## config.mk

```make
export PLATFORM = sky130hd
export DESIGN_NAME = serial_cmd_responder_flat
export DESIGN_NICKNAME = d
export VERILOG_FILES = /design/src/rtl/serial_cmd_if.sv /design/src/rtl/serial_cmd_responder.sv /design/src/flat_wrapper.sv
export SDC_FILE = /design/constraint.sdc
export NUM_CORES = 1
export LEC_CHECK = 0
export CAP_MARGIN = 10
export CORE_ASPECT_RATIO = 1.2
export CORE_MARGIN = 3
export CORE_UTILIZATION = 51
export CTS_BUF_LIST = sky130_fd_sc_hd__clkbuf_8
export CTS_CLUSTER_DIAMETER = 40
export CTS_CLUSTER_SIZE = 16
export DETAILED_ROUTE_END_ITERATION = 10
export PLACE_DENSITY = 0.77
export SLEW_MARGIN = 20
export SYNTH_ARGS = -nofsm -noshare
export SYNTH_HDL_FRONTEND = slang
export SYNTH_SLANG_ARGS = --single-unit
```

## constraint.sdc

```tcl
create_clock -name clk -period 5.74 [get_ports clk]
set_input_delay 0.574 -clock clk [delete_from_list [all_inputs] [get_ports clk]]
set_output_delay 0.574 -clock clk [all_outputs]
set_load 0.01 [all_outputs]
```

## src/rtl/serial_cmd_if.sv

```systemverilog
// Byte handshake bundle between the serial command responder and the
// deserializer (RX side) / serializer (TX side).
//   rx_data/rx_req : byte offered by the deserializer
//   rx_ack         : byte taken by the responder
//   tx_data/tx_req : byte offered by the responder
//   tx_ack         : byte taken by the serializer
// The slave modport is the responder view; master is the serial-port view.
interface serial_cmd_if;
    logic [7:0] rx_data;
    logic       rx_req;
    logic       rx_ack;
    logic [7:0] tx_data;
    logic       tx_req;
    logic       tx_ack;

    modport slave (
        input  rx_data,
        input  rx_req,
        output rx_ack,
        output tx_data,
        output tx_req,
        input  tx_ack
    );

    modport master (
        output rx_data,
        output rx_req,
        input  rx_ack,
        input  tx_data,
        input  tx_req,
        output tx_ack
    );
endinterface

```

## src/rtl/serial_cmd_responder.sv

```systemverilog
// ASCII register-access responder.
// Parses "W a dd CR" and "R a CR" commands arriving as bytes on the RX handshake,
// executes them on a 16 x 8-bit register file and answers over the TX handshake
// with "K\r\n", "<hh>\r\n" or "E\r\n".
// Ports:
//   clk, rst_n  : clock, asynchronous active-low reset
//   bus         : RX/TX 4-phase byte handshakes (slave modport)
//   regs_out    : register file, reg[n] = regs_out[8n+7:8n]
//   wr_strobe   : one-cycle pulse on each register write
//   wr_addr     : address of the last write
module serial_cmd_responder #(
    parameter int unsigned P_TIMEOUT_CYCLES = 100000000,
    parameter logic [7:0]  P_REG_RESET      = 8'h00
) (
    input  logic          clk,
    input  logic          rst_n,
    serial_cmd_if.slave   bus,
    output logic [127:0]  regs_out,
    output logic          wr_strobe,
    output logic [3:0]    wr_addr
);

    localparam int unsigned TO_W = (P_TIMEOUT_CYCLES > 1) ? $clog2(P_TIMEOUT_CYCLES) : 1;
    localparam logic [TO_W-1:0] TO_LAST = TO_W'(P_TIMEOUT_CYCLES - 1);

    localparam logic [7:0] C_CR = 8'h0D;
    localparam logic [7:0] C_LF = 8'h0A;
    localparam logic [7:0] C_K  = 8'h4B;
    localparam logic [7:0] C_E  = 8'h45;
    localparam logic [7:0] C_W  = 8'h57;
    localparam logic [7:0] C_R  = 8'h52;

    typedef enum logic [2:0] {
        S_IDLE,
        S_W_ADDR,
        S_W_D1,
        S_W_D0,
        S_W_CR,
        S_R_ADDR,
        S_R_CR,
        S_SEND
    } state_t;

    // ASCII hex digit -> {valid, nibble}; accepts 0-9, A-F, a-f
    function automatic logic [4:0] hex_decode(input logic [7:0] c);
        logic [4:0] res;
        res = 5'h00;
        if (c >= 8'h30 && c <= 8'h39) begin
            res = {1'b1, c[3:0]};
        end else if ((c >= 8'h41 && c <= 8'h46) || (c >= 8'h61 && c <= 8'h66)) begin
            res = {1'b1, c[3:0] + 4'd9};
        end
        return res;
    endfunction

    // Nibble -> uppercase ASCII hex digit
    function automatic logic [7:0] hex_encode(input logic [3:0] n);
        logic [7:0] res;
        if (n < 4'd10) begin
            res = 8'h30 + {4'h0, n};
        end else begin
            res = 8'h37 + {4'h0, n};
        end
        return res;
    endfunction

    state_t              r_state,    w_state;
    logic                r_rx_ack,   w_rx_ack;
    logic                r_rx_armed, w_rx_armed;
    logic                r_tx_req,   w_tx_req;
    logic [7:0]          r_tx_data,  w_tx_data;
    logic [3:0][7:0]     r_buf,      w_buf;
    logic [1:0]          r_idx,      w_idx;
    logic [1:0]          r_last,     w_last;
    logic [3:0]          r_addr,     w_addr;
    logic [7:0]          r_data,     w_data;
    logic [15:0][7:0]    r_regs,     w_regs;
    logic                r_wr_strobe, w_wr_strobe;
    logic [3:0]          r_wr_addr,  w_wr_addr;
    logic [TO_W-1:0]     r_to_cnt,   w_to_cnt;

    logic                w_accept;
    logic                w_counting;
    logic [4:0]          w_hex;
    logic                w_is_hex;
    logic [3:0]          w_nib;
    logic [7:0]          w_upper;
    logic                w_is_cr;
    logic                w_is_lf;

    // A byte is taken only in a parse state, once per rx_req low->high cycle
    assign w_accept   = (r_state != S_SEND) && bus.rx_req && !r_rx_ack && r_rx_armed;
    assign w_counting = (r_state != S_IDLE) && (r_state != S_SEND);
    assign w_hex      = hex_decode(bus.rx_data);
    assign w_is_hex   = w_hex[4];
    assign w_nib      = w_hex[3:0];
    // Clearing bit 5 folds lowercase letters onto uppercase; only used for W/R compare
    assign w_upper    = bus.rx_data & 8'hDF;
    assign w_is_cr    = (bus.rx_data == C_CR);
    assign w_is_lf    = (bus.rx_data == C_LF);

    // State and datapath registers
    always_ff @(posedge clk or negedge rst_n) begin
        if (!rst_n) begin
            r_state     <= S_IDLE;
            r_rx_ack    <= 1'b0;
            r_rx_armed  <= 1'b1;
            r_tx_req    <= 1'b0;
            r_tx_data   <= 8'h00;
            r_buf       <= '0;
            r_idx       <= 2'd0;
            r_last      <= 2'd0;
            r_addr      <= 4'h0;
            r_data      <= 8'h00;
            r_regs      <= {16{P_REG_RESET}};
            r_wr_strobe <= 1'b0;
            r_wr_addr   <= 4'h0;
            r_to_cnt    <= '0;
        end else begin
            r_state     <= w_state;
            r_rx_ack    <= w_rx_ack;
            r_rx_armed  <= w_rx_armed;
            r_tx_req    <= w_tx_req;
            r_tx_data   <= w_tx_data;
            r_buf       <= w_buf;
            r_idx       <= w_idx;
            r_last      <= w_last;
            r_addr      <= w_addr;
            r_data      <= w_data;
            r_regs      <= w_regs;
            r_wr_strobe <= w_wr_strobe;
            r_wr_addr   <= w_wr_addr;
            r_to_cnt    <= w_to_cnt;
        end
    end

    // Next-state: command parser, reply sender, timeout
    always_comb begin
        w_state     = r_state;
        w_rx_ack    = 1'b0;
        w_rx_armed  = r_rx_armed;
        w_tx_req    = r_tx_req;
        w_tx_data   = r_tx_data;
        w_buf       = r_buf;
        w_idx       = r_idx;
        w_last      = r_last;
        w_addr      = r_addr;
        w_data      = r_data;
        w_regs      = r_regs;
        w_wr_strobe = 1'b0;
        w_wr_addr   = r_wr_addr;
        w_to_cnt    = r_to_cnt;

        if (!bus.rx_req) begin
            w_rx_armed = 1'b1;
        end

        if (w_accept) begin
            w_rx_ack   = 1'b1;
            w_rx_armed = 1'b0;
            w_to_cnt   = '0;
            // Error reply unless a branch below claims the byte
            w_state    = S_SEND;
            w_buf      = {8'h00, C_LF, C_CR, C_E};
            w_idx      = 2'd0;
            w_last     = 2'd2;
            case (r_state)
                S_IDLE: begin
                    if (w_upper == C_W) begin
                        w_state = S_W_ADDR;
                    end else if (w_upper == C_R) begin
                        w_state = S_R_ADDR;
                    end else if (w_is_cr || w_is_lf) begin
                        w_state = S_IDLE;
                    end
                end
                S_W_ADDR: begin
                    if (w_is_hex) begin
                        w_addr  = w_nib;
                        w_state = S_W_D1;
                    end
                end
                S_W_D1: begin
                    if (w_is_hex) begin
                        w_data  = {w_nib, 4'h0};
                        w_state = S_W_D0;
                    end
                end
                S_W_D0: begin
                    if (w_is_hex) begin
                        w_data  = {r_data[7:4], w_nib};
                        w_state = S_W_CR;
                    end
                end
                S_W_CR: begin
                    if (w_is_cr) begin
                        w_regs[r_addr] = r_data;
                        w_wr_strobe    = 1'b1;
                        w_wr_addr      = r_addr;
                        w_buf          = {8'h00, C_LF, C_CR, C_K};
                    end
                end
                S_R_ADDR: begin
                    if (w_is_hex) begin
                        w_addr  = w_nib;
                        w_state = S_R_CR;
                    end
                end
                S_R_CR: begin
                    if (w_is_cr) begin
                        // Snapshot taken here so later writes cannot alter this reply
                        w_buf  = {C_LF, C_CR,
                                  hex_encode(r_regs[r_addr][3:0]),
                                  hex_encode(r_regs[r_addr][7:4])};
                        w_last = 2'd3;
                    end
                end
                default: ;
            endcase
        end else if (r_state == S_SEND) begin
            if (!r_tx_req) begin
                // Present next byte only once the previous ack has returned low
                if (!bus.tx_ack) begin
                    w_tx_req  = 1'b1;
                    w_tx_data = r_buf[r_idx];
                end
            end else if (bus.tx_ack) begin
                w_tx_req = 1'b0;
                if (r_idx == r_last) begin
                    w_state = S_IDLE;
                    w_idx   = 2'd0;
                end else begin
                    w_idx = r_idx + 2'd1;
                end
            end
        end else if (w_counting && (P_TIMEOUT_CYCLES != 0)) begin
            if (r_to_cnt == TO_LAST) begin
                w_state  = S_IDLE;
                w_to_cnt = '0;
            end else begin
                w_to_cnt = r_to_cnt + TO_W'(1);
            end
        end else begin
            w_to_cnt = '0;
        end
    end

    assign bus.rx_ack  = r_rx_ack;
    assign bus.tx_req  = r_tx_req;
    assign bus.tx_data = r_tx_data;
    assign regs_out    = r_regs;
    assign wr_strobe   = r_wr_strobe;
    assign wr_addr     = r_wr_addr;

endmodule
```

## src/flat_wrapper.sv

```systemverilog
// flat-port wrapper written by rule: the top's interface ports become plain ports
module serial_cmd_responder_flat 
#(
    parameter int unsigned P_TIMEOUT_CYCLES = 100000000,
    parameter logic [7:0]  P_REG_RESET      = 8'h00
)
  (clk, rst_n, regs_out, wr_strobe, wr_addr, bus_rx_data, bus_rx_req, bus_rx_ack, bus_tx_data, bus_tx_req, bus_tx_ack);
  serial_cmd_if bus_i ();
  input  logic clk;
  input  logic rst_n;
  output logic [127:0] regs_out;
  output logic wr_strobe;
  output logic [3:0] wr_addr;
  input wire logic [$bits(bus_i.rx_data)-1:0] bus_rx_data;
  input wire logic [$bits(bus_i.rx_req)-1:0] bus_rx_req;
  output wire logic [$bits(bus_i.rx_ack)-1:0] bus_rx_ack;
  output wire logic [$bits(bus_i.tx_data)-1:0] bus_tx_data;
  output wire logic [$bits(bus_i.tx_req)-1:0] bus_tx_req;
  input wire logic [$bits(bus_i.tx_ack)-1:0] bus_tx_ack;
  assign bus_i.rx_data = bus_rx_data;
  assign bus_i.rx_req = bus_rx_req;
  assign bus_rx_ack = bus_i.rx_ack;
  assign bus_tx_data = bus_i.tx_data;
  assign bus_tx_req = bus_i.tx_req;
  assign bus_i.tx_ack = bus_tx_ack;
  serial_cmd_responder #(.P_TIMEOUT_CYCLES(P_TIMEOUT_CYCLES), .P_REG_RESET(P_REG_RESET)) u_core (.clk(clk), .rst_n(rst_n), .bus(bus_i), .regs_out(regs_out), .wr_strobe(wr_strobe), .wr_addr(wr_addr));
endmodule
```

==> run metrics <==
worst slew pin tran 1089 ps; Worst slew margin 27.29%; CP max stage delay 970 ps; gr usage total 25.20%; drt first pass iters 5; HPWL after detailed placement 18660 um; dominant cells by area after synthesis dfrtp_1, mux2_2, mux4_2; clock sink count 205; # port buffers 153; cts bufs inserted 31; area share of the largest cell type after synthesis 51.31%; Hold Vio Cnt, Final 0; Core Footprint 18990 um2; CP Class flip-flop to flip-flop; Synth Flop Type dfrtp_1; critical path, cell by cell nand3_1 -> nand2_1 -> or4_1 -> inv_6 -> nand3b_4 -> nor2_2 -> mux2_2; ratio of cells with drive above 1 in the final layout 27.00%; Skew-Pair Late Insertion Delay 590 ps; worst vdd ir 0.0002450 V; via count 7243; final net count 969; Worst Setup End Kind flip-flop; first-pass GRT wire length 42520 um; initial core utilization 52.38%; vias in the first global route 7419; Unique masters post-synth 63; post-route minimum period 3793 ps; vias per inst 5.889; outcome complete, no violations; RSZ-0062 raised after global routing no; die width 133.5 um; final setup violation count 0; post-cts hold buffer count 0; initial antenna violation count 0; final RePlAce weighted congestion 0.8840; H-tree depth 1; I/O pins 155; clock root buffer clkbuf_8; r2r setup slk 1950 ps; antenna cells 0; cells after synthesis 803; ys async rst share 100.0%; Post-synth EDFFs 0; Slew Viols, Final 0; post_cts resized 0; CP max FO 20; clk slew on worst S/H paths 80 ps; Iteration-0 DRC Markers 472; post-CTS setup buffer count 0; Die Height 159.0 um; setup_tns 0 ps; Seq/Total Area, Yosys 51.57%; DRC 0; most common cell in the synthesized netlist dfrtp_1; row count 55; Tcrit/Tclk final 66.08%; CP arrival 4260 ps; Leakage 5.453 nW; startpoint types flip-flop; final core utilization 65.12%; Worst path slowest cell or4_1; post-route ant nets 0; Synth area leader dfrtp_1; Synth Register Bits 205; largest net degree at the start of global routing 105; Worst Path Required 6210 ps; Syn Area/Cell 12.39 um2; Total Wirelength 26720 um; P&R area growth vs syn 24.31%; global route overflow 0; commonest cells in the netlist dfrtp_1, mux2_2, nand2_1; synthesized net count 822; DR WL/cell 21.73 um; Fmax achieved 263.6 MHz; Post-Syn Area 9950 um2; yosys warns 0; Max Root-Sink Buffers 3; die area 21230 um2; Worst Hold Class input port to asynchronous set/reset pin; Power Dens Cells 289.9 nW/um2; CTS tree done; total of max-cap violations 0; Worst Clk Skew 40.06 ps
[path summary, 6_finish.rpt]
path,from,to,cells after the start
max in group asynchronous,rst_n,u_core.r_data[1]$_DFFE_PN0P_,2
max reg2reg,u_core.r_state[0]$_DFFE_PN0P_,u_core.regs_out[74]$_DFFE_PN0P_,7
min,rst_n,u_core.r_to_cnt[8]$_DFFE_PN0N_,1
min in group clk,u_core.r_rx_armed$_DFFE_PN1P_,u_core.r_rx_armed$_DFFE_PN1P_,2
max,u_core.r_state[0]$_DFFE_PN0P_,u_core.regs_out[74]$_DFFE_PN0P_,7
min reg2reg,u_core.r_rx_armed$_DFFE_PN1P_,u_core.r_rx_armed$_DFFE_PN1P_,2
[metrics by stage]
stage | hold WS [ps] | total power, W | instance area [um2] | setup slack (ps) | std cells
final | 100.4 | 0.003586 | 12370 | 1947 | 1230
after global routing | 148.7 | 0.003757 | 12370 | 1790 | 1230
after CTS | 118.9 | 0.003617 | 12370 | 1962 | 1230
after global placement | 460.4 | 0.002247 | 11670 | 1769 | 1173
after floorplan | 278.4 | 0.002053 | 9950 | 3096 | 803
after detailed placement | 470.0 | 0.002266 | 11670 | 1657 | 1173
[worst max-delay path, delay by kind of cell (launching register included)]
kind,cells,cell delay (ps)
buffers and inverters,1,250
DFF,1,540
muxes,1,410
and+or+nand+nor,5,2500
[layer usage]
| layer | up-vias | global-route usage [%] | part of all wire, % |
|---|---|---|---|
| met3 | 40 | 4.267 | 5.1 |
| met4 | 0 | 5.659 | 1.9 |
| met2 | 231 | 43.41 | 52 |
| met5 | - | 0 | 0 |
| li1 | 3253 | - | - |
| met1 | 3719 | 33.79 | 41 |
[cells in the final DEF (no fill, tap or decap), types with 4 or more instances in the layout]
cell type	instances
dfrtp_1	202
nor2_1	28
ha_1	7
o31ai_1	7
or3_1	8
mux4_2	36
nand4_1	9
a22oi_1	9
buf_4	5
clkbuf_8	33
inv_1	22
a31oi_1	8
nand2b_1	4
a22o_1	6
nand2_1	79
nor3_1	11
mux2i_1	7
o21ai_0	40
clkinvlp_4	7
clkdlybuf4s50_1	152
a21oi_1	30
nand3_1	18
inv_6	7
and2_1	4
mux2_2	136
nor2_2	10
xnor2_1	4
clkinv_2	5
and3_1	7
a211oi_1	4
[final cells by class]
cell class,count,area (um2)
well taps,256,320.3
clock buffers,32,440.4
inverters,23,91.34
clock inverters,25,260.3
fillers,1470,6625
repair buffers,158,1573
multi-input cells,531,4549
flip-flops and latches,205,5134
[where the power goes]
part / internal (W) / leakage, nW / total, W / switching (W)
clock: 0.000692 / 0.341 / 0.00134 / 0.000653
sequential: 0.00152 / 2.80 / 0.00167 / 0.000153
combinational: 0.000218 / 2.32 / 0.000573 / 0.000355
total: 0.00243 / 5.45 / 0.00359 / 0.00116
[sequential cells by signal, summed over array words and instances, names as in the netlist]
register            flops
u_core.regs_out       128
u_core.r_to_cnt        27
u_core.r_buf           17
u_core.r_data           8
u_core.bus.tx_data      7
u_core.r_addr           4
u_core.wr_addr          4
u_core.r_state          3
u_core.r_idx            2
u_core.bus.rx_ack       1
u_core.bus.tx_req       1
u_core.r_last           1
u_core.r_rx_armed       1
u_core.wr_strobe        1
[cell families after synthesis]
logic type | after synthesis | share of synthesized area (%)
compound gates | 125 | 7.822
xor+xnor | 7 | 0.6162
fa+ha+maj | 7 | 0.8802
buf+inv | 67 | 2.792
flops | 205 | 51.57
mux | 182 | 24.59
other cells | 1 | 0.03769
simple gates | 209 | 11.70
No activity file was read; power rests on OpenSTA's default activity.
